**src/rtl/sequence_judge.sv**
```systemverilog
// Judges player input events against a target symbol sequence captured at round start,
// tracking progress, lives and a tick-driven round timer.
module sequence_judge #(
  parameter int unsigned MAX_LEN    = 8,
  parameter int unsigned LIVES      = 3,
  parameter int unsigned TIME_LIMIT = 30
) (
  input  logic                   clock,
  input  logic                   reset,
  input  logic                   start,
  input  logic [2*MAX_LEN-1:0]   target,
  input  logic [3:0]             target_len,
  input  logic                   sym_valid,
  input  logic [2:0]             sym,
  input  logic                   tick,
  output logic [1:0]             state,
  output logic [3:0]             progress,
  output logic [1:0]             lives,
  output logic [5:0]             time_left,
  output logic                   hit,
  output logic                   miss
);

  typedef enum logic [1:0] {
    IDLE = 2'd0,
    PLAY = 2'd1,
    WIN  = 2'd2,
    LOSE = 2'd3
  } state_e;

  state_e                    state_q, state_d;
  logic [MAX_LEN-1:0][1:0]   tgt_q, tgt_d;
  logic [3:0]                len_q, len_d;
  logic [3:0]                progress_q, progress_d;
  logic [1:0]                lives_q, lives_d;
  logic [5:0]                time_left_q, time_left_d;
  logic                      hit_q, hit_d;
  logic                      miss_q, miss_d;

  logic                      sym_ok;
  logic [1:0]                exp_code;
  logic [3:0]                next_prog;

  always_comb begin
    state_d     = state_q;
    tgt_d       = tgt_q;
    len_d       = len_q;
    progress_d  = progress_q;
    lives_d     = lives_q;
    time_left_d = time_left_q;
    hit_d       = 1'b0;
    miss_d      = 1'b0;

    sym_ok   = sym_valid && (sym >= 3'd1) && (sym <= 3'd4);
    exp_code = 2'd0;
    for (int unsigned i = 0; i < MAX_LEN; i++) begin
      if (progress_q == 4'(i)) exp_code = tgt_q[i];
    end
    next_prog = progress_q + 4'd1;

    unique case (state_q)
      PLAY: begin
        if (sym_ok) begin
          if (sym == ({1'b0, exp_code} + 3'd1)) begin
            hit_d      = 1'b1;
            progress_d = next_prog;
            if (next_prog == len_q) state_d = WIN;
          end else begin
            miss_d     = 1'b1;
            progress_d = 4'd0;
            if (lives_q <= 2'd1) begin
              lives_d = 2'd0;
              state_d = LOSE;
            end else begin
              lives_d = lives_q - 2'd1;
            end
          end
        end
        // Timer expiry loses only if the same cycle's symbol did not complete the round.
        if (tick && (time_left_q != 6'd0)) begin
          time_left_d = time_left_q - 6'd1;
          if ((time_left_q == 6'd1) && (state_d != WIN)) state_d = LOSE;
        end
      end
      default: begin
        if (start && (target_len != 4'd0)) begin
          tgt_d       = target;
          len_d       = (target_len > 4'(MAX_LEN)) ? 4'(MAX_LEN) : target_len;
          progress_d  = 4'd0;
          time_left_d = 6'(TIME_LIMIT);
          lives_d     = (state_q == WIN) ? lives_q : 2'(LIVES);
          state_d     = PLAY;
        end
      end
    endcase
  end

  always_ff @(posedge clock) begin
    if (!reset) begin
      state_q     <= IDLE;
      tgt_q       <= '0;
      len_q       <= '0;
      progress_q  <= '0;
      lives_q     <= 2'(LIVES);
      time_left_q <= 6'(TIME_LIMIT);
      hit_q       <= 1'b0;
      miss_q      <= 1'b0;
    end else begin
      state_q     <= state_d;
      tgt_q       <= tgt_d;
      len_q       <= len_d;
      progress_q  <= progress_d;
      lives_q     <= lives_d;
      time_left_q <= time_left_d;
      hit_q       <= hit_d;
      miss_q      <= miss_d;
    end
  end

  assign state     = state_q;
  assign progress  = progress_q;
  assign lives     = lives_q;
  assign time_left = time_left_q;
  assign hit       = hit_q;
  assign miss      = miss_q;

endmodule

```
**config.mk**
```make
export PLATFORM = sky130hd
export DESIGN_NAME = sequence_judge
export DESIGN_NICKNAME = d
export VERILOG_FILES = /design/src/rtl/sequence_judge.sv
export SDC_FILE = /design/constraint.sdc
export NUM_CORES = 1
export LEC_CHECK = 0
export BUFFER_PORTS_ARGS = -buffer_cell sky130_fd_sc_hd__buf_2
export CORE_MARGIN = 4
export CORE_UTILIZATION = 55
export CTS_CLUSTER_SIZE = 12
export DETAILED_ROUTE_END_ITERATION = 7
export HOLD_SLACK_MARGIN = 0.08
export PLACE_DENSITY = 0.9
export SKIP_LAST_GASP = 1
export SLEW_MARGIN = 10
export SYNTH_ARGS = -nofsm -noshare
export SYNTH_HDL_FRONTEND = slang
export SYNTH_SLANG_ARGS = --single-unit
```
**constraint.sdc**
```tcl
create_clock -name clock -period 8.7 [get_ports clock]
set_clock_uncertainty 0.05 [all_clocks]
set_input_delay 1.74 -clock clock [delete_from_list [all_inputs] [get_ports clock]]
set_output_delay 1.74 -clock clock [all_outputs]
set_load 0.005 [all_outputs]
```
-- Word level (Yosys, flattened, before mapping)
Cells that the tools add are included.
- bits in registers: 36
- output and inout port bits: 16
- word-level logic and storage cells: 88
- add/sub/neg operators: 4
- magnitude comparators: 4
- equal/unequal tests: 17
- muxes and demuxes: 33
- bitwise logic cells: 1
- reductions and logical operators: 14
- operator list (operator ; count):
    2-bit two-way mux ; 23
    4-bit two-way mux ; 5
    6-bit two-way mux ; 3
    4-bit by 3-bit == test with 1-bit output (second input constant) ; 4
    4-bit by 2-bit == test with 1-bit output (second input constant) ; 2
    2-bit inequality test (second input constant) ; 4
    6-bit by 1-bit == test with 1-bit output (second input constant) ; 1
    2-bit AND reduction ; 3
    6-bit nonzero test ; 1
    6-bit by 1-bit subtractor with 6-bit output (second input constant) ; 1
    1-bit logical AND ; 5
    4-bit by 1-bit adder with 4-bit output (second input constant) ; 1
    4-bit by 1-bit == test with 1-bit output (second input constant) ; 1
    4-bit == test ; 1
    4-bit > comparator (second input constant) ; 1
    4-bit logical NOT ; 1
    4-bit AND reduction ; 1
    4-bit nonzero test ; 1
    2-bit by 1-bit adder with 3-bit output (second input constant) ; 1
    3-bit == test ; 1
    3-bit by 1-bit >= comparator with 1-bit output (second input constant) ; 1
    3-bit less-or-equal comparator (second input constant) ; 1
    3-bit AND reduction ; 1
    2-bit by 1-bit == test with 1-bit output (second input constant) ; 1
    7 further kinds ; 8

-- Longest topological paths before layout
Gate-level depths: netlist of run 1.
- depth after elaboration: 19
- gate-level depth with buffers: 15
- gate-level depth less buffers: 15

-- Worst setup path after synthesis of run 1
No wires, ideal clock.
- path type: input to register
- from: input target_len[3]
- to: register state_q[1] (netlist: state[1])
- arrival time: 3007 ps
- required time: 8571 ps
- slack: 5564 ps
- stages: 6
- buffers on the path: 0
- cell sequence: o41a_1 nand2_2 o211ai_4 or3_1 or3_1 o211ai_1
- word-level cells in the longest chain between the ends: 3
- ends and longest elaborated chain (what ; RTL line ; RTL):
    start, declared ; 12 ; input logic [3:0] target_len,
    4-bit nonzero test ; 86 ; if (start && (target_len != 4'd0)) begin
    1-bit logical AND ; 86 ;
    2-bit nonzero test (no source line) ; - ;
    end signal, assigned ; 109 ; state_q <= state_d;
    end, declared ; 31 ; state_e state_q, state_d;
No other way between the ends.
A chain may end at the register's enable or synchronous reset.

-- Worst setup path in the final report of run 1
- from: register progress_q[1] (netlist: progress[1])
- to: register progress_q[1] (netlist: progress[1])
- word-level cells in the longest chain between the ends: 14
- elaborated cells between the ends (all ways): 22
- those cells by class: add/sub (2); eq/ne (8); mux (11); reduce/logical (1)
- ends and longest elaborated chain (what ; RTL line ; RTL):
    start, declared ; 34 ; logic [3:0] progress_q, progress_d;
    start signal, assigned ; 112 ; progress_q <= progress_d;
    4-bit logical NOT ; 57 ; if (progress_q == 4'(i)) exp_code = tgt_q[i];
    2-bit two-way mux (8 in a row) ; 57 ;
    2-bit by 1-bit adder with 3-bit output ; 64 ; if (sym == ({1'b0, exp_code} + 3'd1)) begin
    3-bit == test ; 64 ;
    4-bit two-way mux (*) ; 64 ;
    4-bit two-way mux (*) ; 63 ; if (sym_ok) begin
    4-bit two-way mux (*) ; 61 ; unique case (state_q)
Every way passes the cells marked *; elsewhere a longest branch is shown, timed or not. The select of a mux whose other input is x is not followed.

==> impl_results.md, run 1 <==
- Startpoint types: register
- CP cell instances: inv_1 > ha_1 > nand3b_1 > a21oi_1 > a21oi_1 > nor2_1 > a21oi_1 > a211oi_1 > ha_1 > xor2_1 > nor2_1 > and4_1 > or2_1 > a41o_1
- Die height: 68.58 um
- Clock network fraction of total power: 0.358
- Final period utilization: 0.3912
- Yosys top cell area share: 0.3571
- CP Capture Type: register
- Hold buffers post-CTS: 0
- CP Data Required Time: 8.85 ns
- Area Growth Syn to Fin: 15.75%
- Synth Warn #: 0
- Combinational Power Share: 0.131
- Sink Count: 36
- Initial core utilization: 0.5863
- Pwr per Cell Area: 147.7 nW/um^2
- DR WL/cell: 14.93 um
- Most used DFF post-synth: dfxtp_1
- LEAKAGE: 0.9618 nW
- Arrival @ worst endpoint: 3.55 ns
- Top cell type by total area after synthesis: dfxtp_1
- Register bit total from synthesis: 36
- Setup_tns: 0 ns
- Num rows: 21
- Total Nets Final: 322
- Worst-path maximum fanout: 8
- CTS buffer count: 5
- CP delay by family, top: simple AND/OR/NAND/NOR gates
- Commonest cells post-synth: nand2_1, dfxtp_1, a21boi_0, nand3_1
- Top-count cell post-synth: nand2_1
- DR DRC count: 0
- Post-synthesis async set-or-reset flop share: 0
- Post-synth EDFFs: 0
- CTS Buffer Depth: 2
- TritonCTS clock tree: built
- Worst-path clk slew: 0.07 ns
- Routed wire length: 4986 um
- Max Cap Viol: 0
- Vias in the first global route: 1798
- RSZ-0062 raised after global routing: false
- CTS root buffer: clkbuf_8
- Io pins: 44
- Number of fill cells: 299
- Multi-input logic area: 1212 um^2
- Status: finished, final reports clean
- Hold crit path type: reg2reg
- Post-CTS sizing: 0
- Fin. Hold Viols: 0
- Die width: 68.58 um
- Psw: 0.09213 mW
- Core area: 3442 um^2
- Worst VDD drop: 0.1097 mV
- Die area: 4703 um^2
- FF+latch area: 720.7 um^2
- Via/cell ratio: 5.817
- Seq/Total Area, Yosys: 0.3571
- Clk Latency, worst-skew pair: 0.30 ns
- Distinct cells, synth: 43
- Remaining Overflow, GRT: 0
- Sequential power share: 0.511
- HPWL after DPL: 3614 um
- Post-CTS Setup Inserts: 0
- Critical Path Max Stage Delay: 0.45 ns
- Mapped cell area: 2018 um^2
- Internal: 0.2528 mW
- Syn avg cell area: 8.138 um^2
- Syn Nets: 283
- Total GRT Usage: 0.2320
- First-pass GRT wire length: 8107 um
- Worst-Margin Slew: 0.7845 ns
- First-pass DRT Iterations: 4
- Ant. Diodes: 0
- Fin util: 0.6787
- CP bufs+invs: 1
- Initial drt markers: 170
- Final min period: 3.404 ns
- Initial antenna violation count: 0
- Mapped Cells: 248
- Fmax: 293.8 MHz
- Pin count of the biggest net entering global routing: 41
- Post-route ant nets: 0
- Switching Share: 0.2671
- Slowest-stage cell, CP: dfxtp_1
- Placer Congestion: 0.8659
- Proportion of layout cells with a drive suffix above 1: 0.2049
- Slew headroom: 0.4757
- H-tree depth: 2
- Synth top area cells: dfxtp_1, nand2_1, a21boi_0
- Max-slew violations: 0
- PortBufs: 43
- Cell repeated most along the worst path: a21oi_1
- Setup-failing EPs final: 0
- Vias post-DR: 1943
- CP Class: reg2reg
## layout make-up
type	instances	share of cell area
timing repair buffer	44	0.09534
sequential	36	0.3085
multi-input combinational	192	0.5190
inverter	8	0.01285
tap	46	0.02464
clock buffer	6	0.03535
clock inverter	2	0.004285
## tightest hold or removal path, cell delays in order (launching register included)
cell      delay [ns]
dfxtp_1         0.31
nand2_1         0.05
a21boi_1        0.05
## power by group through the flow
| stage | Clock [mW] | Sequential, mW | Combinational, mW |
|---|---|---|---|
| 2_1_floorplan | 0 | 0.179 | 0.0294 |
| 3_3_place_gp | 0 | 0.179 | 0.0430 |
| 3_5_place_dp | 0 | 0.180 | 0.0449 |
| 4_1_cts | 0.126 | 0.176 | 0.0452 |
| 5_1_grt | 0.132 | 0.177 | 0.0508 |
| 6_report | 0.124 | 0.176 | 0.0452 |
## metal layers
| metal | up-vias | GRT usage | part of all wire |
|---|---|---|---|
| li1 | 948 | - | - |
| met1 | 924 | 0.2651 | 0.41 |
| met2 | 62 | 0.4052 | 0.51 |
| met3 | 9 | 0.05511 | 0.052 |
| met4 | 0 | 0.1067 | 0.020 |
| met5 | - | 0 | 0 |
## metrics by stage
step / cell area, um^2 / setup WS (ns) / total power [mW] / hold slack, ns / instances
after floorplan: 2018 / 5.564 / 0.2081 / 0.3851 / 248
after global placement: 2243 / 5.210 / 0.2223 / 0.3944 / 326
after detailed placement: 2243 / 5.102 / 0.2246 / 0.3986 / 326
after CTS: 2336 / 5.321 / 0.3473 / 0.4087 / 334
after global routing: 2336 / 5.038 / 0.3594 / 0.4227 / 334
final: 2336 / 5.296 / 0.3449 / 0.4070 / 334
## flip-flops by register name (all words and copies together) (netlist names)
name       flops
lives          2
state          2
tgt_q         16
progress       4
miss           1
len_q          4
time_left      6
hit            1
## cells by family after synthesis
family	Yosys count	share of synthesized area
flops	36	0.3571
fa+ha+maj	7	0.04340
simple gates	108	0.2598
compound gates	65	0.2455
buf+inv	20	0.04216
xor+xnor	12	0.05208
## layout by cell type, fill, tap and decap left out, drive strengths merged, types with 4 or more instances in the layout
cell,count
dfxtp,36
inv,8
a21boi,23
nand2,53
a21oi,11
a211oi,5
nand3b,9
nand3,13
o21ai,9
xor2,8
ha,7
buf,44
xnor2,4
clkbuf,6
nor2,12
## final timing paths
kind	slack, ns	endpoint	depth (start not counted)	startpoint
worst max-delay path	5.30	progress[1]	14	progress[1]
worst min-delay path	0.41	tgt_q[11]	2	tgt_q[11]
worst max register to register	5.30	progress[1]	14	progress[1]
worst min register to register	0.41	tgt_q[11]	2	tgt_q[11]
(Power assumes the default switching activity.)
==> run 2, diff against run 1 <==
Settings changed: CORE_UTILIZATION 55 to 49, PLACE_DENSITY 0.9 to 0.85.
Clock period 8.7 ns to 3 ns, I/O delays scaled along.
==> impl_results.md, run 2 (synthesis results as in run 1) <==
- Status: finished, final reports clean
- LEAKAGE: 0.9974 nW (+3.7%)
- Remaining Overflow, GRT: 0 (unchanged)
- CTS Buffer Depth: 2 (unchanged)
- Sink Count: 36 (unchanged)
- Initial antenna violation count: 0 (unchanged)
- CP Class: reg2reg
- Clk Latency, worst-skew pair: 0.29 ns (about the same)
- Worst-path maximum fanout: 5 (-3)
- Most common cell after layout, fill and taps aside: nand2_1
- Max-slew violations: 0 (unchanged)
- HPWL after DPL: 3479 um (-3.7%)
- Fmax: 339.1 MHz (+15%)
- Vias post-DR: 1887 (-2.9%)
- Vias in the first global route: 1760 (-2.1%)
- Via/cell ratio: 5.485 (-5.7%)
- Worst VDD drop: 0.2514 mV (+130%)
- WHS: 0.4118 ns (+0.004807 ns)
- Slew headroom: 0.5883 (+0.1125)
- Total power: 1.075 mW (+210%)
- Fin. Hold Viols: 0 (unchanged)
- Hold buffers post-CTS: 0 (unchanged)
- Io pins: 44 (unchanged)
- Startpoint types: register
- CTS buffer count: 5 (unchanged)
- Die area: 5209 um^2 (+11%)
- Commonest cells after routing, fill and taps aside: nand2_1, buf_2, dfxtp_1
- Worst-path clk slew: 0.07 ns (about the same)
- Die height: 72.18 um (+5.2%)
- Core area: 4000 um^2 (+16%)
- Final WS setup: 0.05077 ns (-5.246 ns)
- First-pass GRT wire length: 7990 um (-1.4%)
- Post-CTS Setup Inserts: 0 (unchanged)
- Initial core utilization: 0.5045 (-0.08180)
- H-tree depth: 2 (unchanged)
- Arrival @ worst endpoint: 3.08 ns (-0.47 ns)
- TritonCTS clock tree: built
- Dpl ws: -0.04475 ns (-5.147 ns)
- Total Nets Final: 328 (+1.9%)
- Post-route ant nets: 0 (unchanged)
- Num rows: 23 (+9.5%)
- Total GRT Usage: 0.1932 (-0.03886)
- DR WL/cell: 13.82 um (-7.4%)
- First-pass DRT Iterations: 4 (unchanged)
- Proportion of layout cells with a drive suffix above 1: 0.2687 (+0.06385)
- CP delay by family, top: simple AND/OR/NAND/NOR gates
- Slowest-stage cell, CP: dfxtp_4
- Worst-Margin Slew: 0.6176 ns (-0.1669 ns)
- RSZ-0062 raised after global routing: true
- DR DRC count: 0 (unchanged)
- Die width: 72.18 um (+5.2%)
- Switching Share: 0.2539 (-0.01318)
- Placer Congestion: 0.8857 (+2.3%)
- Area Growth Syn to Fin: 22.32%
- CP Capture Type: register
- Pwr per Cell Area: 435.3 nW/um^2 (+190%)
- Fin util: 0.6171 (-0.06152)
- Psw: 0.2728 mW (+200%)
- Ant. Diodes: 0 (unchanged)
- CTS root buffer: clkbuf_8
- Hold crit path type: reg2reg
- CP bufs+invs: 1 (unchanged)
- Final period utilization: 0.9831 (+0.5919)
- Final min period: 2.949 ns (-0.4543 ns)
- CP cell instances: inv_1 > ha_2 > nand3b_1 > a21oi_2 > a21oi_1 > nor2_1 > a21oi_1 > a211oi_1 > ha_1 > xor2_2 > nor2_2 > and4_2 > or2_4 > a41o_1
- Internal: 0.8017 mW (+220%)
- Critical Path Max Stage Delay: 0.37 ns (-0.08 ns)
- Cell repeated most along the worst path: a21oi_1
- Clock network fraction of total power: 0.394 (+0.036)
- Largest Register: tgt_q
- Sequential power share: 0.474 (-0.037)
- PortBufs: 43 (unchanged)
- Max Cap Viol: 0 (unchanged)
- Pin count of the biggest net entering global routing: 41 (unchanged)
- Setup-failing EPs final: 0 (unchanged)
- CP Data Required Time: 3.13 ns (-5.72 ns)
- Initial drt markers: 132 (-22%)
- Combinational Power Share: 0.132 (about the same)
- Routed wire length: 4753 um (-4.7%)
- Max reg flops: 16 (unchanged)
-- run 2: changes by cell type in the layout (fill, tap and decap cells not counted), sizes merged --
cell / delta
buf: +6
bufinv: +1
clkbuf: -1
clkinv: -1
clkinvlp: +1
-- run 2: worst reg2reg max path: stages, from the launching register on --
cell	delay, ns
dfxtp_4	0.37
inv_1	0.08
ha_2	0.20
nand3b_1	0.17
a21oi_2	0.15
a21oi_1	0.06
nor2_1	0.11
a21oi_1	0.05
a211oi_1	0.23
ha_1	0.31
xor2_2	0.19
nor2_2	0.08
and4_2	0.27
or2_4	0.27
a41o_1	0.24
-- run 2: layout make-up --
class / instances / area (um^2)
clock inverter: 3 / 42.54
inverter: 8 / 30.03
tap: 50 / 62.56
clock buffer: 5 / 68.82
multi-input combinational: 192 / 1269
timing repair buffer: 50 / 267.8
sequential: 36 / 728.2
fill: 351 / 1531
-- run 2: power groups by stage --
stage	logic, mW	clock network [mW]	registers, mW
floorplan	0.0853	0	0.518
CTS	0.135	0.430	0.511
detailed placement	0.134	0	0.522
global route	0.160	0.448	0.512
global placement	0.131	0	0.521
finish	0.141	0.424	0.509
-- run 2: timing repair --
action / in CTS / in global routing
gates resized for setup: 3 / 14
pin swaps: 0 / 8
setup endpoints to repair: 5 / 10
-- run 2: routing by layer --
layer,track usage,vias up,part of all wire
met1,0.2603,881,0.45
met4,0.06472,0,0.013
met5,0,-,0
li1,-,957,-
met2,0.3064,42,0.48
met3,0.04155,7,0.058
-- run 2: worst paths after layout --
| check | slack, ns | from | to | cells after the start |
|---|---|---|---|---|
| min | 0.41 | tgt_q[14] | tgt_q[14] | 2 |
| max | 0.05 | progress[1] | progress[1] | 14 |
| max reg2reg | 0.05 | progress[1] | progress[1] | 14 |
| min reg2reg | 0.41 | tgt_q[14] | tgt_q[14] | 2 |
-- run 2: through the flow --
| step | setup TNS, ns | cell area [um^2] | instances |
|---|---|---|---|
| floorplan | 0 | 2018 | 248 |
| global placement | 0 | 2293 | 336 |
| detailed placement | -0.05004 | 2293 | 336 |
| CTS | 0 | 2415 | 344 |
| global route | -0.4791 | 2469 | 344 |
| finish | 0 | 2469 | 344 |
==> run 3, diff against run 2 <==
Settings changed: BUFFER_PORTS_ARGS -buffer_cell sky130_fd_sc_hd__buf_2 to -buffer_cell sky130_fd_sc_hd__buf_4, PLACE_DENSITY 0.85 to default, PLACE_DENSITY_LB_ADDON from default to 0.25.
==> impl_results.md, run 3 (synthesis results as in run 1) <==
- Largest Register: tgt_q
- Max-slew violations: 0 (unchanged)
- Worst VDD drop: 0.2589 mV (+3.0%)
- Core area: 4000 um^2 (unchanged)
- Area of placed instances: 2424 um^2 (+5.7%)
- Num rows: 23 (unchanged)
- Post-Layout Inst Area: 2636 um^2 (+6.8%)
- TritonCTS clock tree: built
- First-pass DRT Iterations: 5 (+1)
- Die area: 5209 um^2 (unchanged)
- Die height: 72.18 um (unchanged)
- Total power: 1.092 mW (+1.6%)
- Worst-path maximum fanout: 5 (unchanged)
- Startpoint types: register
- Hold crit path type: reg2reg
- Dpl cells: 339 (+0.89%)
- Die width: 72.18 um (unchanged)
- Status: finished, final reports clean
- LEAKAGE: 1.058 nW (+6.1%)
- Total GRT Usage: 0.2049 (+0.01171)
- Routed wire length: 4936 um (+3.9%)
- Vias in the first global route: 1826 (+3.8%)
- HPWL after DPL: 3459 um (-0.57%)
- Worst-Margin Slew: 0.6002 ns (-0.01736 ns)
- WHS: 0.4060 ns (-0.005759 ns)
- DR WL/cell: 14.18 um (+2.7%)
- Ant. Diodes: 0 (unchanged)
- Sink Count: 36 (unchanged)
- Io pins: 44 (unchanged)
- Arrival @ worst endpoint: 2.95 ns (-0.13 ns)
- Max Cap Viol: 0 (unchanged)
- Pin count of the biggest net entering global routing: 41 (unchanged)
- Fmax: 355.2 MHz (+4.8%)
- Final min period: 2.815 ns (-0.1340 ns)
- Pwr per Cell Area: 414.1 nW/um^2 (-4.9%)
- Remaining Overflow, GRT: 0 (unchanged)
- Most common cell after layout, fill and taps aside: buf_4
- CP Capture Type: register
- Setup-failing EPs final: 0 (unchanged)
- Fin. Hold Viols: 0 (unchanged)
- DR DRC count: 0 (unchanged)
- Fin util: 0.6591 (+0.04191)
- Via/cell ratio: 5.563 (+1.4%)
- Area Growth Syn to Fin: 30.63%
- Slew headroom: 0.5974 (+0.009163)
- Proportion of layout cells with a drive suffix above 1: 0.2852 (+0.01653)
- Total Nets Final: 332 (+1.2%)
- Worst-path clk slew: 0.08 ns (about the same)
- Initial antenna violation count: 0 (unchanged)
- Placer Congestion: 0.8384 (-5.3%)
- Vias post-DR: 1936 (+2.6%)
- Initial drt markers: 157 (+19%)
- Clk Latency, worst-skew pair: 0.29 ns (about the same)
- Hold Path Depth: 2 (unchanged)
- H-tree depth: 2 (unchanged)
- CTS root buffer: clkbuf_8
- CTS buffer count: 5 (unchanged)
- First-pass GRT wire length: 8445 um (+5.7%)
- Cell Count, Final, Fillers Out: 348 (+1.2%)
- CTS Buffer Depth: 2 (unchanged)
- Initial core utilization: 0.5045 (unchanged)
- Max reg flops: 16 (unchanged)
- R2r worst-path depth: 14 (unchanged)
- CP Data Required Time: 3.14 ns (about the same)
- Post-route ant nets: 0 (unchanged)
- Commonest cells after routing, fill and taps aside: buf_4, nand2_1, dfxtp_1
- PortBufs: 43 (unchanged)
- Final period utilization: 0.9384 (-0.04465)
- CP Class: reg2reg
-- run 3: changes by cell type in the layout (fill, tap and decap cells not counted), sizes merged --
cell	delta
buf	+4
-- run 3: worst max-delay path, stage by stage, from the launching register on --
cell and delay, ns:
dfxtp_4 0.41, inv_4 0.06, ha_4 0.17, nand3b_1 0.08, a21oi_1 0.06, a21oi_1 0.13, nor2_1 0.06, a211oi_2 0.25
a211oi_2 0.06, ha_1 0.33, xor2_2 0.24, nor2_2 0.08, and4_1 0.24, or2_4 0.25, a41o_1 0.23
-- run 3: routing by layer --
layer	vias to the layer above	GRT usage	routed length [um]
met5	-	0	0
met4	0	0.06681	59
met1	916	0.2826	2299
li1	972	-	-
met3	6	0.04294	242
met2	42	0.3195	2335
-- run 3: through the flow --
stage | setup slack (ns) | TNS, ns
global route | -0.01355 | -0.01874
floorplan | 0.1087 | 0
detailed placement | -0.06954 | -0.1569
CTS | 0.004083 | 0
finish | 0.1847 | 0
global placement | 0.04360 | 0
-- run 3: path summary, 6_finish.rpt --
kind	endpoint	startpoint	slack [ns]
worst min register to register	tgt_q[14]	tgt_q[14]	0.41
worst max-delay path	progress[1]	progress[0]	0.18
worst min-delay path	tgt_q[14]	tgt_q[14]	0.41
worst max register to register	progress[1]	progress[0]	0.18
-- run 3: report_power, final --
part	switching [mW]	total [mW]	internal, mW
Sequential	0.0143	0.510	0.496
Clock	0.182	0.428	0.246
Combinational	0.0814	0.154	0.0725
-- run 3: cell type report --
type | count | area (um^2)
Fill cell | 342 | 1364
Clock inverter | 3 | 42.54
Clock buffer | 5 | 68.82
Multi-Input combinational cell | 192 | 1299
Sequential cell | 36 | 725.7
Tap cell | 50 | 62.56
Timing Repair Buffer | 54 | 405.4
Inverter | 8 | 32.53
-- run 3: what timing repair did --
action                                  in CTS  in global routing
pin swaps                                    1                  6
hold buffers                                 0                  0
setup buffers                                0                  1
endpoints found under the setup margin       5                 10
resized for setup                            4                 18
hold endpoints to repair                     0                  0
